### src/rtl/is_array_feeder.sv
// Edge feeder for an input-stationary PE column: shifts DEPTH stationary words
// into the chain, then streams weight vectors diagonally skewed across LANES rows.
module is_array_feeder #(
  parameter int INPUT_WIDTH  = 16,
  parameter int WEIGHT_WIDTH = 16,
  parameter int LANES        = 4,
  parameter int DEPTH        = 4,
  parameter int CNT_WIDTH    = 8
) (
  input  logic                          clk,
  input  logic                          rst,
  input  logic                          start,
  input  logic [CNT_WIDTH-1:0]          num_vec,
  input  logic                          in_valid,
  output logic                          in_ready,
  input  logic [INPUT_WIDTH-1:0]        in_data,
  input  logic                          w_valid,
  output logic                          w_ready,
  input  logic [LANES*WEIGHT_WIDTH-1:0] w_data,
  output logic                          input_en,
  output logic [INPUT_WIDTH-1:0]        input_out,
  output logic [LANES-1:0]              process_en,
  output logic [LANES*WEIGHT_WIDTH-1:0] weight_out,
  output logic                          busy,
  output logic                          done
);

  typedef enum logic [2:0] {
    S_IDLE,
    S_LOAD,
    S_STREAM,
    S_DRAIN,
    S_DONE
  } state_t;

  state_t state, state_next;

  logic [CNT_WIDTH-1:0] nv_q;
  logic [CNT_WIDTH-1:0] load_cnt;
  logic [CNT_WIDTH-1:0] vec_cnt;
  logic [CNT_WIDTH-1:0] drain_cnt;

  logic in_acc;
  logic w_acc;
  logic load_last;
  logic vec_last;
  logic drain_last;

  assign in_ready = (state == S_LOAD);
  assign w_ready  = (state == S_STREAM);
  assign busy     = (state != S_IDLE);
  assign done     = (state == S_DONE);

  assign in_acc     = in_valid & in_ready;
  assign w_acc      = w_valid & w_ready;
  assign load_last  = (load_cnt == CNT_WIDTH'(DEPTH - 1));
  assign vec_last   = (vec_cnt == nv_q - 1'b1);
  assign drain_last = (drain_cnt == CNT_WIDTH'(LANES - 2));

  // NOTE: every branch of a combinational block must assign every output; the
  // default at the top keeps state_next from being inferred as a latch.
  always_comb begin
    state_next = state;
    unique case (state)
      S_IDLE:   if (start) state_next = S_LOAD;
      S_LOAD:   if (in_acc && load_last) state_next = (nv_q != '0) ? S_STREAM : S_DONE;
      S_STREAM: if (w_acc && vec_last) state_next = (LANES > 1) ? S_DRAIN : S_DONE;
      S_DRAIN:  if (drain_last) state_next = S_DONE;
      S_DONE:   state_next = S_IDLE;
      default:  state_next = S_IDLE;
    endcase
  end

  // NOTE: clocked state uses non-blocking assignments so every register samples
  // the pre-edge values, independent of statement order.
  always_ff @(posedge clk or posedge rst) begin
    if (rst) begin
      state     <= S_IDLE;
      nv_q      <= '0;
      load_cnt  <= '0;
      vec_cnt   <= '0;
      drain_cnt <= '0;
    end else begin
      state <= state_next;
      if (state == S_IDLE && start) begin
        nv_q      <= num_vec;
        load_cnt  <= '0;
        vec_cnt   <= '0;
        drain_cnt <= '0;
      end else begin
        if (in_acc)             load_cnt  <= load_cnt + 1'b1;
        if (w_acc)              vec_cnt   <= vec_cnt + 1'b1;
        if (state == S_DRAIN)   drain_cnt <= drain_cnt + 1'b1;
      end
    end
  end

  // Load strobe is registered; input_out holds its last word across idle cycles.
  always_ff @(posedge clk or posedge rst) begin
    if (rst) begin
      input_en  <= 1'b0;
      input_out <= '0;
    end else begin
      input_en <= in_acc;
      if (in_acc) input_out <= in_data;
    end
  end

  // Lane i owns an (i+1)-deep chain; the last stage drives the PE row directly.
  for (genvar i = 0; i < LANES; i++) begin : g_lane
    logic [WEIGHT_WIDTH-1:0] data_q  [i+1];
    logic                    valid_q [i+1];

    // NOTE: the skew stages are reset, unlike a plain data RAM, because their
    // valid bits drive process_en and must read 0 out of reset or after an abort.
    always_ff @(posedge clk or posedge rst) begin
      if (rst) begin
        for (int k = 0; k <= i; k++) begin
          data_q[k]  <= '0;
          valid_q[k] <= 1'b0;
        end
      end else begin
        data_q[0]  <= w_acc ? w_data[i*WEIGHT_WIDTH +: WEIGHT_WIDTH] : '0;
        valid_q[0] <= w_acc;
        for (int k = 1; k <= i; k++) begin
          data_q[k]  <= data_q[k-1];
          valid_q[k] <= valid_q[k-1];
        end
      end
    end

    assign weight_out[i*WEIGHT_WIDTH +: WEIGHT_WIDTH] = data_q[i];
    assign process_en[i]                              = valid_q[i];
  end

endmodule
### config.mk
export PLATFORM = sky130hd
export DESIGN_NAME = is_array_feeder
export DESIGN_NICKNAME = d
export VERILOG_FILES = /design/src/rtl/is_array_feeder.sv
export SDC_FILE = /design/constraint.sdc
export NUM_CORES = 1
export LEC_CHECK = 0
export BUFFER_PORTS_ARGS = -buffer_cell sky130_fd_sc_hd__buf_2
export CORE_MARGIN = 2
export CORE_UTILIZATION = 26
export CTS_CLUSTER_DIAMETER = 80
export DETAILED_ROUTE_END_ITERATION = 12
export GPL_TIMING_DRIVEN = 0
export PLACE_DENSITY = 0.53
export REMOVE_ABC_BUFFERS = 1
export SLEW_MARGIN = 20
export SYNTH_ARGS = -nofsm -noshare
export SYNTH_HDL_FRONTEND = slang
export SYNTH_SLANG_ARGS = --single-unit
### constraint.sdc
create_clock -name clk -period 21.3 [get_ports clk]
set_input_delay 4.26 -clock clk [delete_from_list [all_inputs] [get_ports clk]]
set_output_delay 4.26 -clock clk [all_outputs]
set_load 0.02 [all_outputs]
# After elaboration in Yosys (flattened, before gate mapping)
# Cells that the tools add are included.
[totals] regBits=216 elab_cells=64
[classes] addsub=4 n_mux=16 reduce_logical=10 n_eq_ne=11 bitwise=2
[op_table] operator="two-way mux 16 bit" count=4
[op_table] operator="two-way mux 8 bit" count=6
[op_table] operator="adder 8 x 1 -> 8 bit (second input constant)" count=3
[op_table] operator="equality test 8 x 2 -> 1 bit (second input constant)" count=2
[op_table] operator="two-way mux 3 bit" count=5
[op_table] operator="case mux 3 bit (4 select lines)" count=1
[op_table] operator="equality test 8 bit" count=1
[op_table] operator="nonzero test 8 bit" count=1
[op_table] operator="subtractor 8 x 1 -> 8 bit (second input constant)" count=1
[op_table] operator="equality test 3 x 2 -> 1 bit (second input constant)" count=2
[op_table] operator="nonzero test 2 bit" count=3
[op_table] operator="!= test 2 x 1 -> 1 bit (second input constant)" count=2
[op_table] operator="!= test 2 bit (second input constant)" count=2
[op_table] operator="AND reduction 4 bit" count=1
[op_table] operator="equality test 3 x 1 -> 1 bit (second input constant)" count=1
[op_table] operator="equality test 3 bit (second input constant)" count=1
[op_table] operator="logical AND 1 bit" count=3
[op_table] operator="logical NOT 3 bit" count=1
[op_table] operator="nonzero test 3 bit" count=1
[op_table] operator="AND 1 bit" count=2

# Depth between registers and ports, before layout
[depth] word_depth=5 ltp_mapped=7 mapped_depth_nobuf=7

# Least setup slack after synthesis
# No wires, ideal clock.
[synth_timing] path_type="input to register" from="in in_valid" to="reg state[0]" path_stages=5 n_path_buf=0 arrival_time_ns=5.421 setup_slack_ns=15.797 path_cell_list="or4bb_1 -> o21ai_0 -> nor4bb_1 -> o21ai_0 -> a31oi_1"
[synth_via] elab_chain_len=4
[synth_rtl] element="from (decl)" line_no="14" text="input logic in_valid,"
[synth_rtl] element="AND 1 bit" line_no="54" text="assign in_acc = in_valid & in_ready;"
[synth_rtl] element="logical AND 1 bit" line_no="66" text="S_LOAD: if (in_acc && load_last) state_next = (nv_q != '0) ? S_STREAM : S_DONE;"
[synth_rtl] element="!= test 2 x 1 -> 1 bit (no line)"
[synth_rtl] element="AND reduction 4 bit (no line)"
[synth_rtl] element="to (signal assigned)" line_no="84" text="state <= state_next;"
[synth_rtl] element="to (decl)" line_no="36" text="state_t state, state_next;"
# Every way passes these cells.
# A chain may end at the register's enable or synchronous reset.

# Final worst setup path
[layout_timing] from="reg state[0]" to="out busy"
[layout_via] elab_chain_len=1
[layout_rtl] element="nonzero test 3 bit" line_no="51" text="assign busy = (state != S_IDLE);"
[layout_rtl] element="to (decl)" line_no="24" text="output logic busy,"
# Every way passes these cells.

==> results.cfg <==
[outcome]
status = finished, final reports clean

[sta]
timing.final.crit_share = 0.278
min_period_ns = 5.92
finalSetupViolCount = 0
hold_violations = 0
fmax_mhz = 169
finalMaxSlewViolations = 0
rsz0062_at_grt = false
tightest_slew_ns = 0.970
slew_headroom = 0.353
setup_tns_ns = 0
clock_skew_ns = 0.00953

[yosys]
yosysWarnings = 0
ys.flop_type = dfrtp_1
seq_area_frac_synth = 0.726
synth_area_per_cell_um2 = 14.5
synthCells = 513
yosys.area.top_type = dfrtp_1
synth.area.top_cells = dfrtp_1 (73%), and2_1 (5.4%), buf_4 (4.9%)
synth_cell_types = 46
synth-seq-cells = 216
yosysTopAreaCellShare = 0.726
synth_edf_count = 0
syn_area_um2 = 7440
async_flop_share = 1.00

[global_routing]
grt_pass1_vias = 4284
grt_max_degree = 98
grt_usage = 0.0916
grt_pass1_wl_um = 22600
antenna_found_initial = 2
grt_remaining_overflow = 0

[final_layout]
area_growth_pct = 26.1
utilization = 0.335
drive_gt1_frac = 0.380
nNetsFinal = 761
n_antenna_cell = 0
fillerInstances = 2800

[power_and_ir_drop]
combPwrFrac = 0.193
p_seq_frac = 0.439
internal-power_w = 0.000831
power_leakage_nw = 4.89
p_per_area_nw_per_um2 = 124
pwr-share-clk = 0.367
ir_worst_vdd_mv = 0.0613
switchingPower_w = 0.000330
swShare = 0.284

[floorplanning]
io_pins = 182
rows = 61
die_w_um = 173
core-area_um2 = 28000
die_area_um2 = 30000
dieHeight_um = 173
start_util = 0.266

[critical_path]
critPathLaunchType = flip-flop
worst-setup-path-type = reg2out
slowest_delay_ns = 0.49
crit_chain = or3_1 -> buf_2
cp.required_ns = 17.04
cp_data_arrival_time_ns = 1.66
cp-end-kind = output pin
path_max_fanout = 10
critical-path-slowest-cell = dfrtp_1

[placed_design]
dp_hpwl_um = 9100
place_congestion = 0.726
io_buffers = 181

[hold_path]
hold_path_class = reg2reg

[job]
drv_cap = 0

[clock_tree]
ctsResizeCount = 0
cts_setup_buffers = 0
cts_sinks = 216
cts_root_buffer = clkbuf_16
clk_pin_slew_ns = 0.06
hold_buffers = 0
numCtsBuffers = 25
cts_tree = yes
clk_latency_ns = 0.51
clock_path_buffers = 3
cts_htree_levels = 1

[detailed_routing]
drt-total-wl_um = 13500
via_per_inst = 3.86
wl_per_cell_um = 12.8
drt_iter0_drc = 111
vias = 4092
dr.pass1.iters = 4
antenna_left = 0
drc = 0
==> state kept, by name, summed over array words and instances (netlist names) <==
signal / flops
vec_cnt: 8
drain_cnt: 8
g_lane.valid_q: 3
input_en: 1
state: 3
nv_q: 8
load_cnt: 8
process_en: 1
g_lane.data_q: 112
input_out: 16
weight_out: 48
==> synthesized netlist by cell type, drive strengths merged, types with 5 or more instances <==
cell type	instances
o21ai	5
nor3	5
xnor2	13
dfrtp	216
buf	56
xor2	16
nand3	5
mux2	22
inv	7
ha	5
and2	64
and3	5
nand4	6
clkbuf	10
nor2	31
nand2	11
==> stage by stage <==
step / hold WS [ns] / instances / total power [W] / worst slack, ns / instance area (µm²)
after detailed placement: 0.335 / 1014 / 0.000748 / 15.24 / 8550
after global routing: 0.352 / 1059 / 0.00123 / 15.25 / 9390
after global placement: 0.332 / 1006 / 0.000733 / 7.16 / 8390
after floorplan: 0.331 / 447 / 0.000660 / 11.13 / 7010
after CTS: 0.346 / 1059 / 0.00119 / 15.34 / 9390
final: 0.343 / 1059 / 0.00116 / 15.38 / 9390
==> cells in the final DEF, fill, tap and decap left out, types with 4 or more instances in the layout <==
cell type,netlist,routed
xnor2_1,13,13
nor2_1,31,30
nand3_1,5,5
clkinvlp_4,0,4
dfrtp_1,216,216
nand2_1,11,11
and3_1,5,5
and2_1,64,64
nor3_1,5,5
nand4_1,6,6
buf_2,5,181
o21ai_0,5,5
clkbuf_16,0,25
ha_1,5,5
clkinv_2,0,5
mux2_2,22,22
clkbuf_1,10,4
inv_1,7,6
xor2_1,16,16
==> logic make-up after synthesis <==
kind of cell / after synthesis / share of synthesized area
compound gates: 17 / 0.0175
xor+xnor: 29 / 0.0341
fa+ha+maj: 5 / 0.00840
buf+inv: 73 / 0.0624
flops: 216 / 0.726
mux: 24 / 0.0360
simple gates: 149 / 0.116
==> cell type report <==
cell class              instances  area [µm²]  share of cell area
inverters                       7        33.8             0.00360
well taps                     378         473              0.0504
clock inverters                14         163              0.0173
repair buffers                189        1040               0.111
clock buffers                  31         668              0.0712
multi-input cells             224        1600               0.170
flip-flops and latches        216        5410               0.576
==> metal layers <==
metal / wire length, µm / vias to the layer above / share of wire / global-route usage
li1: - / 1913 / - / -
met1: 5690 / 1990 / 0.42 / 0.112
met2: 5980 / 143 / 0.44 / 0.142
met3: 1210 / 42 / 0.089 / 0.0368
met4: 619 / 4 / 0.046 / 0.0424
met5: 27 / - / 0.0020 / 0
==> path summary, 6_finish.rpt <==
kind,cells after the start,from,slack (ns),endpoint
max in group asynchronous,3,rst,16.73,weight_out[33]
hold / removal,0,g_lane[3].data_q[61],0.34,g_lane[3].data_q[45]
setup reg to reg,7,nv_q[0],19.05,state[0]
setup / recovery,2,state[0],15.38,busy
hold reg to reg,0,g_lane[3].data_q[61],0.34,g_lane[3].data_q[45]
min in group asynchronous,2,rst,3.77,input_out[6]
==> worst max-delay path: cells and delay by family (launching register included) <==
family	cells	cell delay, ns
flip-flops	1	0.49
AND/OR/NAND/NOR	1	0.48
buffers and inverters	1	0.19
==> power by group through the flow <==
stage / logic [W] / registers [W] / clock network (W)
after floorplan: 0.000112 / 0.000548 / 0
after global placement: 0.000216 / 0.000517 / 0
after detailed placement: 0.000229 / 0.000518 / 0
after CTS: 0.000230 / 0.000511 / 0.000445
after global routing: 0.000250 / 0.000519 / 0.000460
final: 0.000225 / 0.000510 / 0.000426
Note: power is estimated with default switching activity, not from simulation.
